===== src/rtl/uart_tx_fifo_if.sv =====
// Byte handshake between a producer and the UART transmitter's input FIFO.
interface uart_tx_if;
   logic [7:0] tx_data;
   logic       tx_valid;
   logic       tx_ready;

   modport master (output tx_data, output tx_valid, input tx_ready);
   modport slave  (input tx_data, input tx_valid, output tx_ready);
endinterface


===== src/rtl/uart_tx_fifo.sv =====
// 8N1 UART transmitter (LSB first, CLKS_PER_BIT clocks per bit) fed by a
// small byte FIFO; frames go out back-to-back with a one-cycle idle gap.
module uart_tx_fifo #(
   parameter int CLKS_PER_BIT = 16,
   parameter int FIFO_DEPTH   = 4
) (
   input  logic                        tx_clk,
   input  logic                        tx_rst_n,
   input  logic                        tx_en,
   uart_tx_if.slave                    bus,
   output logic                        tx_out,
   output logic                        tx_busy,
   output logic                        tx_done,
   output logic [$clog2(FIFO_DEPTH):0] tx_level
);

   localparam int CNT_W = (CLKS_PER_BIT > 1) ? $clog2(CLKS_PER_BIT) : 1;
   localparam int PTR_W = $clog2(FIFO_DEPTH);
   localparam int LVL_W = PTR_W + 1;
   localparam logic [CNT_W-1:0] CNT_LAST = CNT_W'(CLKS_PER_BIT - 1);
   localparam logic [LVL_W-1:0] LVL_FULL = LVL_W'(FIFO_DEPTH);

   typedef enum logic [1:0] {IDLE, START, DATA, STOP} state_t;

   logic [7:0]       mem [FIFO_DEPTH];
   logic [PTR_W-1:0] wr_ptr, rd_ptr;
   logic             ready_q;
   logic             full, empty, wr, pop;

   state_t           state_q, state_d;
   logic [CNT_W-1:0] cnt_q, cnt_d;
   logic [2:0]       bit_q, bit_d;
   logic [7:0]       shift_q, shift_d;
   logic             out_d, busy_d, done_d;

   assign full         = (tx_level == LVL_FULL);
   assign empty        = (tx_level == '0);
   assign bus.tx_ready = ready_q;
   // A pop in the same cycle frees the slot, so a write into a full FIFO is kept.
   assign wr = tx_en && bus.tx_valid && ready_q && (!full || pop);

   always_ff @(posedge tx_clk) begin
      if (wr) mem[wr_ptr] <= bus.tx_data;
   end

   always_ff @(posedge tx_clk or negedge tx_rst_n) begin
      if (!tx_rst_n) begin
         wr_ptr   <= '0;
         rd_ptr   <= '0;
         tx_level <= '0;
         ready_q  <= 1'b0;
      end else if (!tx_en) begin
         wr_ptr   <= '0;
         rd_ptr   <= '0;
         tx_level <= '0;
         ready_q  <= 1'b0;
      end else begin
         if (wr)  wr_ptr <= wr_ptr + PTR_W'(1);
         if (pop) rd_ptr <= rd_ptr + PTR_W'(1);
         case ({wr, pop})
            2'b10:   tx_level <= tx_level + LVL_W'(1);
            2'b01:   tx_level <= tx_level - LVL_W'(1);
            default: tx_level <= tx_level;
         endcase
         ready_q <= !full;
      end
   end

   always_ff @(posedge tx_clk or negedge tx_rst_n) begin
      if (!tx_rst_n) begin
         state_q <= IDLE;
         cnt_q   <= '0;
         bit_q   <= '0;
         tx_out  <= 1'b1;
         tx_busy <= 1'b0;
         tx_done <= 1'b0;
      end else begin
         state_q <= state_d;
         cnt_q   <= cnt_d;
         bit_q   <= bit_d;
         tx_out  <= out_d;
         tx_busy <= busy_d;
         tx_done <= done_d;
      end
   end

   always_ff @(posedge tx_clk) begin
      shift_q <= shift_d;
   end

   always_comb begin
      state_d = state_q;
      cnt_d   = cnt_q;
      bit_d   = bit_q;
      shift_d = shift_q;
      out_d   = tx_out;
      busy_d  = tx_busy;
      done_d  = 1'b0;
      pop     = 1'b0;
      if (!tx_en) begin
         state_d = IDLE;
         cnt_d   = '0;
         bit_d   = '0;
         out_d   = 1'b1;
         busy_d  = 1'b0;
      end else begin
         case (state_q)
            IDLE: begin
               out_d  = 1'b1;
               busy_d = 1'b0;
               if (!empty) begin
                  pop     = 1'b1;
                  shift_d = mem[rd_ptr];
                  cnt_d   = '0;
                  out_d   = 1'b0;
                  busy_d  = 1'b1;
                  state_d = START;
               end
            end
            START: begin
               if (cnt_q == CNT_LAST) begin
                  cnt_d   = '0;
                  bit_d   = '0;
                  out_d   = shift_q[0];
                  state_d = DATA;
               end else begin
                  cnt_d = cnt_q + CNT_W'(1);
               end
            end
            DATA: begin
               if (cnt_q == CNT_LAST) begin
                  cnt_d = '0;
                  if (bit_q == 3'd7) begin
                     out_d   = 1'b1;
                     state_d = STOP;
                  end else begin
                     shift_d = shift_q >> 1;
                     out_d   = shift_q[1];
                     bit_d   = bit_q + 3'd1;
                  end
               end else begin
                  cnt_d = cnt_q + CNT_W'(1);
               end
            end
            STOP: begin
               if (cnt_q == CNT_LAST) begin
                  cnt_d   = '0;
                  done_d  = 1'b1;
                  busy_d  = 1'b0;
                  state_d = IDLE;
               end else begin
                  cnt_d = cnt_q + CNT_W'(1);
               end
            end
            default: begin
               state_d = IDLE;
               cnt_d   = '0;
               out_d   = 1'b1;
               busy_d  = 1'b0;
            end
         endcase
      end
   end

endmodule


===== src/flat_wrapper.sv =====
// flat-port wrapper written by rule: the top's interface ports become plain ports
module uart_tx_fifo_flat 
#(
   parameter int CLKS_PER_BIT = 16,
   parameter int FIFO_DEPTH   = 4
)
  (tx_clk, tx_rst_n, tx_en, tx_out, tx_busy, tx_done, tx_level, bus_tx_data, bus_tx_valid, bus_tx_ready);
  uart_tx_if bus_i ();
  input  logic tx_clk;
  input  logic tx_rst_n;
  input  logic tx_en;
  output logic tx_out;
  output logic tx_busy;
  output logic tx_done;
  output logic [$clog2(FIFO_DEPTH):0] tx_level;
  input wire logic [$bits(bus_i.tx_data)-1:0] bus_tx_data;
  input wire logic [$bits(bus_i.tx_valid)-1:0] bus_tx_valid;
  output wire logic [$bits(bus_i.tx_ready)-1:0] bus_tx_ready;
  assign bus_i.tx_data = bus_tx_data;
  assign bus_i.tx_valid = bus_tx_valid;
  assign bus_tx_ready = bus_i.tx_ready;
  uart_tx_fifo #(.CLKS_PER_BIT(CLKS_PER_BIT), .FIFO_DEPTH(FIFO_DEPTH)) u_core (.tx_clk(tx_clk), .tx_rst_n(tx_rst_n), .tx_en(tx_en), .bus(bus_i), .tx_out(tx_out), .tx_busy(tx_busy), .tx_done(tx_done), .tx_level(tx_level));
endmodule

===== config.mk =====
export PLATFORM = sky130hd
export DESIGN_NAME = uart_tx_fifo_flat
export DESIGN_NICKNAME = d
export VERILOG_FILES = /design/src/rtl/uart_tx_fifo_if.sv /design/src/rtl/uart_tx_fifo.sv /design/src/flat_wrapper.sv
export SDC_FILE = /design/constraint.sdc
export NUM_CORES = 1
export LEC_CHECK = 0
export ABC_AREA = 0
export CAP_MARGIN = 20
export CORE_MARGIN = 10
export CORE_UTILIZATION = 58
export DETAILED_ROUTE_END_ITERATION = 12
export PLACE_DENSITY = 0.86
export SYNTH_ARGS = -nofsm -noshare
export SYNTH_HDL_FRONTEND = slang
export SYNTH_SLANG_ARGS = --single-unit

===== constraint.sdc =====
create_clock -name tx_clk -period 2.95 [get_ports tx_clk]
set_input_delay 0.885 -clock tx_clk [delete_from_list [all_inputs] [get_ports tx_clk]]
set_output_delay 0.885 -clock tx_clk [all_outputs]
set_load 0.03 [all_outputs]

Word level (Yosys, flattened, before mapping) --
Memories as Yosys holds them, arrays and structs flattened. Cells that the tools add are included.
Operators by class: add/sub/neg operators 6, equality and inequality tests 23, mux-type cells 44, reductions and logical operators 14
Operators by type and width (number):
- $mux 8 | 3
- $mux 2 | 10
- $mux 1 | 16
- $pmux 8 s2 | 1
- $mux 3 | 5
- $mux 4 | 3
- $ne 3x2->1 const B | 4
- $pmux 3 s2 | 2
- $reduce_and 5->1 | 2
- $ne 3x1->1 const B | 3
- $pmux 2 s4 | 1
- $pmux 4 s2 | 1
- $add 3x1->3 const B | 2
- $eq 2x2->1 const B | 3
- $eq 3x3->1 const B | 2
- $ne 2x1->1 const B | 3
- $ne 3x3->1 const B | 2
- $add 2x1->2 const B | 2
- $add 4x1->4 const B | 1
- $eq 2x1->1 const B | 2
- $eq 4x4->1 const B | 1
- $ne 2x2->1 const B | 2
- $ne 4x1->1 const B | 1
- $reduce_and 4->1 | 1
- 12 further kinds | 14
Word-level totals: flip-flop bits (word level) 28, RAM bits 32, memories kept 1
Memories:
- u_core.mem | words 4, width 8, rd ports 1, clocked after Yosys merged registers in 0, wr ports 1, RTL line uart_tx_fifo.sv:25 | logic [7:0] mem [FIFO_DEPTH];

Longest topological paths before layout --
Gate-level depths: netlist (run 1).
depth after elaboration 9, gate-level depth with buffers 9, mapped depth without buffers 8

Worst setup path before layout (run 1) --
No wires, ideal clock.
path type in2reg, start point input tx_en, end point register u_core.tx_level[2], arrival time 2.638 ns, setup slack 0.239 ns, stages 7, buffers on the path 2, cells stage by stage clkbuf_1 > clkbuf_1 > and3_1 > fa_1 > or4_1 > a31o_1 > a21boi_2
Between the ends: word-level cells in the longest chain between the ends 6, elaborated cells between the ends (all ways) 10, those cells by class eq/ne: 3; mux: 3; reduce/logical: 4
RTL lines:
- from (decl) | RTL line flat_wrapper.sv:11 | input logic tx_en;
- $mux 1 / $logic_and 1x1->1 (equally long branches) | RTL line uart_tx_fifo.sv:100, uart_tx_fifo.sv:40
- $logic_or 1x1->1 / $logic_and 1x1->1 (equally long branches) | RTL line uart_tx_fifo.sv:40 | assign wr = tx_en && bus.tx_valid && ready_q && (!full || pop);
- $logic_and 1x1->1 | RTL line uart_tx_fifo.sv:40
- $eq 2x1->1 / $eq 2x2->1 (equally long branches) | RTL line uart_tx_fifo.sv:60 | case ({wr, pop})
- $pmux 3 s2 | RTL line uart_tx_fifo.sv:60
- $mux 3 | RTL line uart_tx_fifo.sv:52 | end else if (!tx_en) begin
- to (signal assigned) | RTL line uart_tx_fifo.sv:61 | 2'b10: tx_level <= tx_level + LVL_W'(1);
- to (signal assigned) | RTL line uart_tx_fifo.sv:62 | 2'b01: tx_level <= tx_level - LVL_W'(1);
- to (signal assigned) | RTL line uart_tx_fifo.sv:63 | default: tx_level <= tx_level;
- to (decl) | RTL line uart_tx_fifo.sv:14 | output logic [$clog2(FIFO_DEPTH):0] tx_level
Parallel ways exist; a longest one is shown, timed or not. A chain may end at the register's enable or synchronous reset.

Worst setup path after layout (run 1) --
start point input bus_tx_valid, end point register u_core.tx_level[2]
Between the ends: word-level cells in the longest chain between the ends 6, elaborated cells between the ends (all ways) 8, those cells by class eq/ne: 3; mux: 2; reduce/logical: 3
RTL lines:
- from (decl) | RTL line flat_wrapper.sv:17 | input wire logic [$bits(bus_i.tx_valid)-1:0] bus_tx_valid;
- $logic_and 1x1->1 * (3 in a row) | RTL line uart_tx_fifo.sv:40
- $eq 2x1->1 / $eq 2x2->1 (equally long branches) | RTL line uart_tx_fifo.sv:60
- $pmux 3 s2 | RTL line uart_tx_fifo.sv:60
- $mux 3 | RTL line uart_tx_fifo.sv:52
Mark *: on every way between the ends. The rest lies on a longest branch, timed or not.

==> metrics.yaml, run 1 <==
status: "finished, final reports clean"
period_share: 0.891
cp_max_fo: 2
layout.nets: 261
switching_share: 0.332
grt_pass1_vias: 1685
crit_path_end_kind: "flop"
path_clk_slew_ns: 0.07
maxCapViolations: 0
rows: 25
rsz0062_at_grt: "no"
cts_hold_buf: 0
area_growth_pct: 17.3
drive_gt1_frac: 0.166
post-dp-hpwl_mm: 3.47
grt.overflow.total: 0
p_per_area_nw_per_um2: 919
period_needed_ns: 2.63
cp_cell_sequence: "clkdlybuf4s50_1 -> nand2_1 -> and3_1 -> fa_1 -> or4_1 -> a31o_1 -> a21boi_2"
hold_violations: 0
die_area_um2: 8020
avgViaCountPerCell: 5.71
core_area_um2: 4690
netlist_instances: 208
antenna_found_initial: 0
cp_slowest_cell: "or4_1"
ant_nets: 0
grt_pass1_wl_mm: 8.42
busiest_layer: "met2"
ys_types: 44
gp_congestion: 0.739
io_buffers: 18
cts_tree: "yes"
grt_max_degree: 28
start_util: 0.598
worstHoldPathType: "flop to flop"
cts_inserted_buffers: 9
first_pass_iters: 4
clk_latency_ns: 0.34
ys_warn_count: 0
switching_power_mw: 1.00
synth_area_um2: 2810
via_count: 1685
die_h_um: 89.6
startpoint_type: "input pin"
comb_power_share: 0.345
sequentialPowerShare: 0.385
required_ns: 3.22
seq_area_frac_synth: 0.607
die_w_um: 89.6
fin_tns_setup_ns: 0
cts_buffer_depth: 2
synth_edf_count: 40
met3_usage: 0.0532
cp_slowest_stage_delay_ns: 0.52
post-cts-setup-buffers: 0
io_pins: 19
critical-path-top-delay-family: "simple AND/OR/NAND/NOR gates"
internal_power_mw: 2.02
cts-root-buf: "clkbuf_8"
drt_iter0_markers: 121
synth_seq_cells: 60
arrival_ns: 2.90
worst_slack_ns: 0.321
syn-num-nets: 233
slew_viol_final: 0
max_freq_ghz: 0.380
use_met2: 0.221
maxSlewHeadroom: 0.617
tightestPinTransition_ns: 0.574
path_class: "input pin to flop"
clock_skew_ns: 0.0150
clock_sinks: 60
whs_ns: 0.521
total_power_mw: 3.03
place_ws_ns: -0.0354
irDropWorstVdd_mv: 0.612
async_flop_share: 0.333
leakagePower_nw: 1.29
met1_usage: 0.174
ctsResizeCount: 0
syn_avg_cell_area_um2: 13.5
drcViolationCount: 0
crit_buf_inv: 1
diodes: 0
synth_ff_type: "edfxtp_1"
clock_power_share: 0.270
h-tree-depth: 3
wire_per_inst_um: 16.9
routed_wirelength_mm: 4.98
finalSetupViolCount: 0
grt_util_all_layers: 0.142
-- state kept, by name, indices dropped and copies added, names as in the netlist --
| name | flops |
|---|---|
| u_core.wr_ptr | 2 |
| u_core.mem | 32 |
| u_core.state_q | 2 |
| u_core.bus.tx_ready | 1 |
| u_core.cnt_q | 4 |
| u_core.tx_done | 1 |
| u_core.rd_ptr | 2 |
| u_core.tx_busy | 1 |
| u_core.bit_q | 3 |
| u_core.shift_q | 8 |
| u_core.tx_out | 1 |
| u_core.tx_level | 3 |
-- cells in the mapped netlist, types with 2 or more instances --
library cell	instances	area [µm²]
a21boi_0	3	22.5
a21oi_1	7	35.0
a22oi_1	2	15.0
and2_1	6	37.5
and3_1	8	50.1
buf_2	4	20.0
clkbuf_1	3	11.3
dfrtp_1	19	475
edfxtp_1	40	1200
ha_1	12	150
inv_1	6	22.5
mux2i_1	5	50.1
mux4_2	8	180
nand2_1	31	116
nand2b_1	3	18.8
nand3_1	3	15.0
nor2_1	5	18.8
nor2b_1	7	43.8
nor3_1	2	10.0
nor3b_1	3	22.5
o21ai_0	4	20.0
or4_1	2	15.0
xnor2_1	3	26.3
xor2_1	2	17.5
-- cell usage in the layout (no fill, tap or decap), types with 6 or more instances in the layout --
master           synthesis  final
mux4_2                   8      8
ha_1                    12     12
clkdlybuf4s50_1          0     18
and3_1                   8      8
nand2_1                 31     31
edfxtp_1                40     40
and2_1                   6      6
buf_4                    1      8
nor2b_1                  7      7
dfrtp_1                 19     19
inv_1                    6      6
a21oi_1                  7      7
clkbuf_8                 0      9
-- per-stage QoR --
step	instance area [µm²]	utilization	cells
after detailed placement	3070	0.655	279
final	3290	0.702	295
after global routing	3290	0.702	295
after global placement	3070	0.655	279
after floorplan	2810	-	208
after CTS	3290	0.702	295
-- metal layers --
layer  wire length (µm)  part of all wire
met5                  0                 0
met4                 91             0.018
met3                192             0.039
met2               2390              0.48
met1               2310              0.46
-- kinds of logic (layout without fill, tap and decap cells) --
kind of cell	Yosys count	in the layout	synth area share
flops	60	60	0.607
compound gates	26	26	0.0682
buf+inv	16	49	0.0245
fa+ha+maj	13	13	0.0606
simple gates	75	75	0.143
xor+xnor	5	5	0.0156
mux	13	13	0.0820
-- tightest hold or removal path, cell delays in order, from the launching register on --
cell and delay (ns):
edfxtp_1 0.33, nand2_1 0.05, nand2_1 0.04
-- final cells by class --
class / instances / area, µm²
Timing Repair Buffer: 26 / 240
Multi-Input combinational cell: 132 / 1040
Clock buffer: 9 / 124
Inverter: 7 / 26.3
Clock inverter: 7 / 97.6
Sequential cell: 60 / 1700
Fill cell: 318 / 1400
Tap cell: 54 / 67.6
-- final timing paths --
check	end	startpoint	slack (ns)	cells after the start
worst max-delay path	u_core.tx_level[2]$_DFFE_PN0P_	bus_tx_valid	0.32	7
worst min-delay path	u_core.shift_q[1]$_DFFE_PP_	u_core.shift_q[2]$_DFFE_PP_	0.52	2
worst max register to register	u_core.tx_level[2]$_DFFE_PN0P_	u_core.tx_level[2]$_DFFE_PN0P_	0.50	6
worst min register to register	u_core.shift_q[1]$_DFFE_PP_	u_core.shift_q[2]$_DFFE_PP_	0.52	2
max in group asynchronous	u_core.tx_out$_DFFE_PN1P_	tx_rst_n	1.81	2
min in group asynchronous	u_core.bit_q[0]$_DFFE_PN0P_	tx_rst_n	0.88	2
-- power by group through the flow --
| stage | clock network [mW] | registers [mW] | logic [mW] |
|---|---|---|---|
| finish | 0.817 | 1.17 | 1.04 |
| floorplan | 0 | 1.20 | 0.734 |
| global placement | 0 | 1.18 | 1.01 |
| detailed placement | 0 | 1.18 | 1.04 |
| CTS | 0.829 | 1.17 | 1.05 |
| global route | 0.876 | 1.19 | 1.16 |
No activity file was read; power rests on OpenSTA's default activity.
==> run 2, diff against run 1 <==
- ABC_CLOCK_PERIOD_IN_PS: unset -> 2950
==> results of run 2 <==
The final DEF is identical to that of run 1; final timing and power are the same.
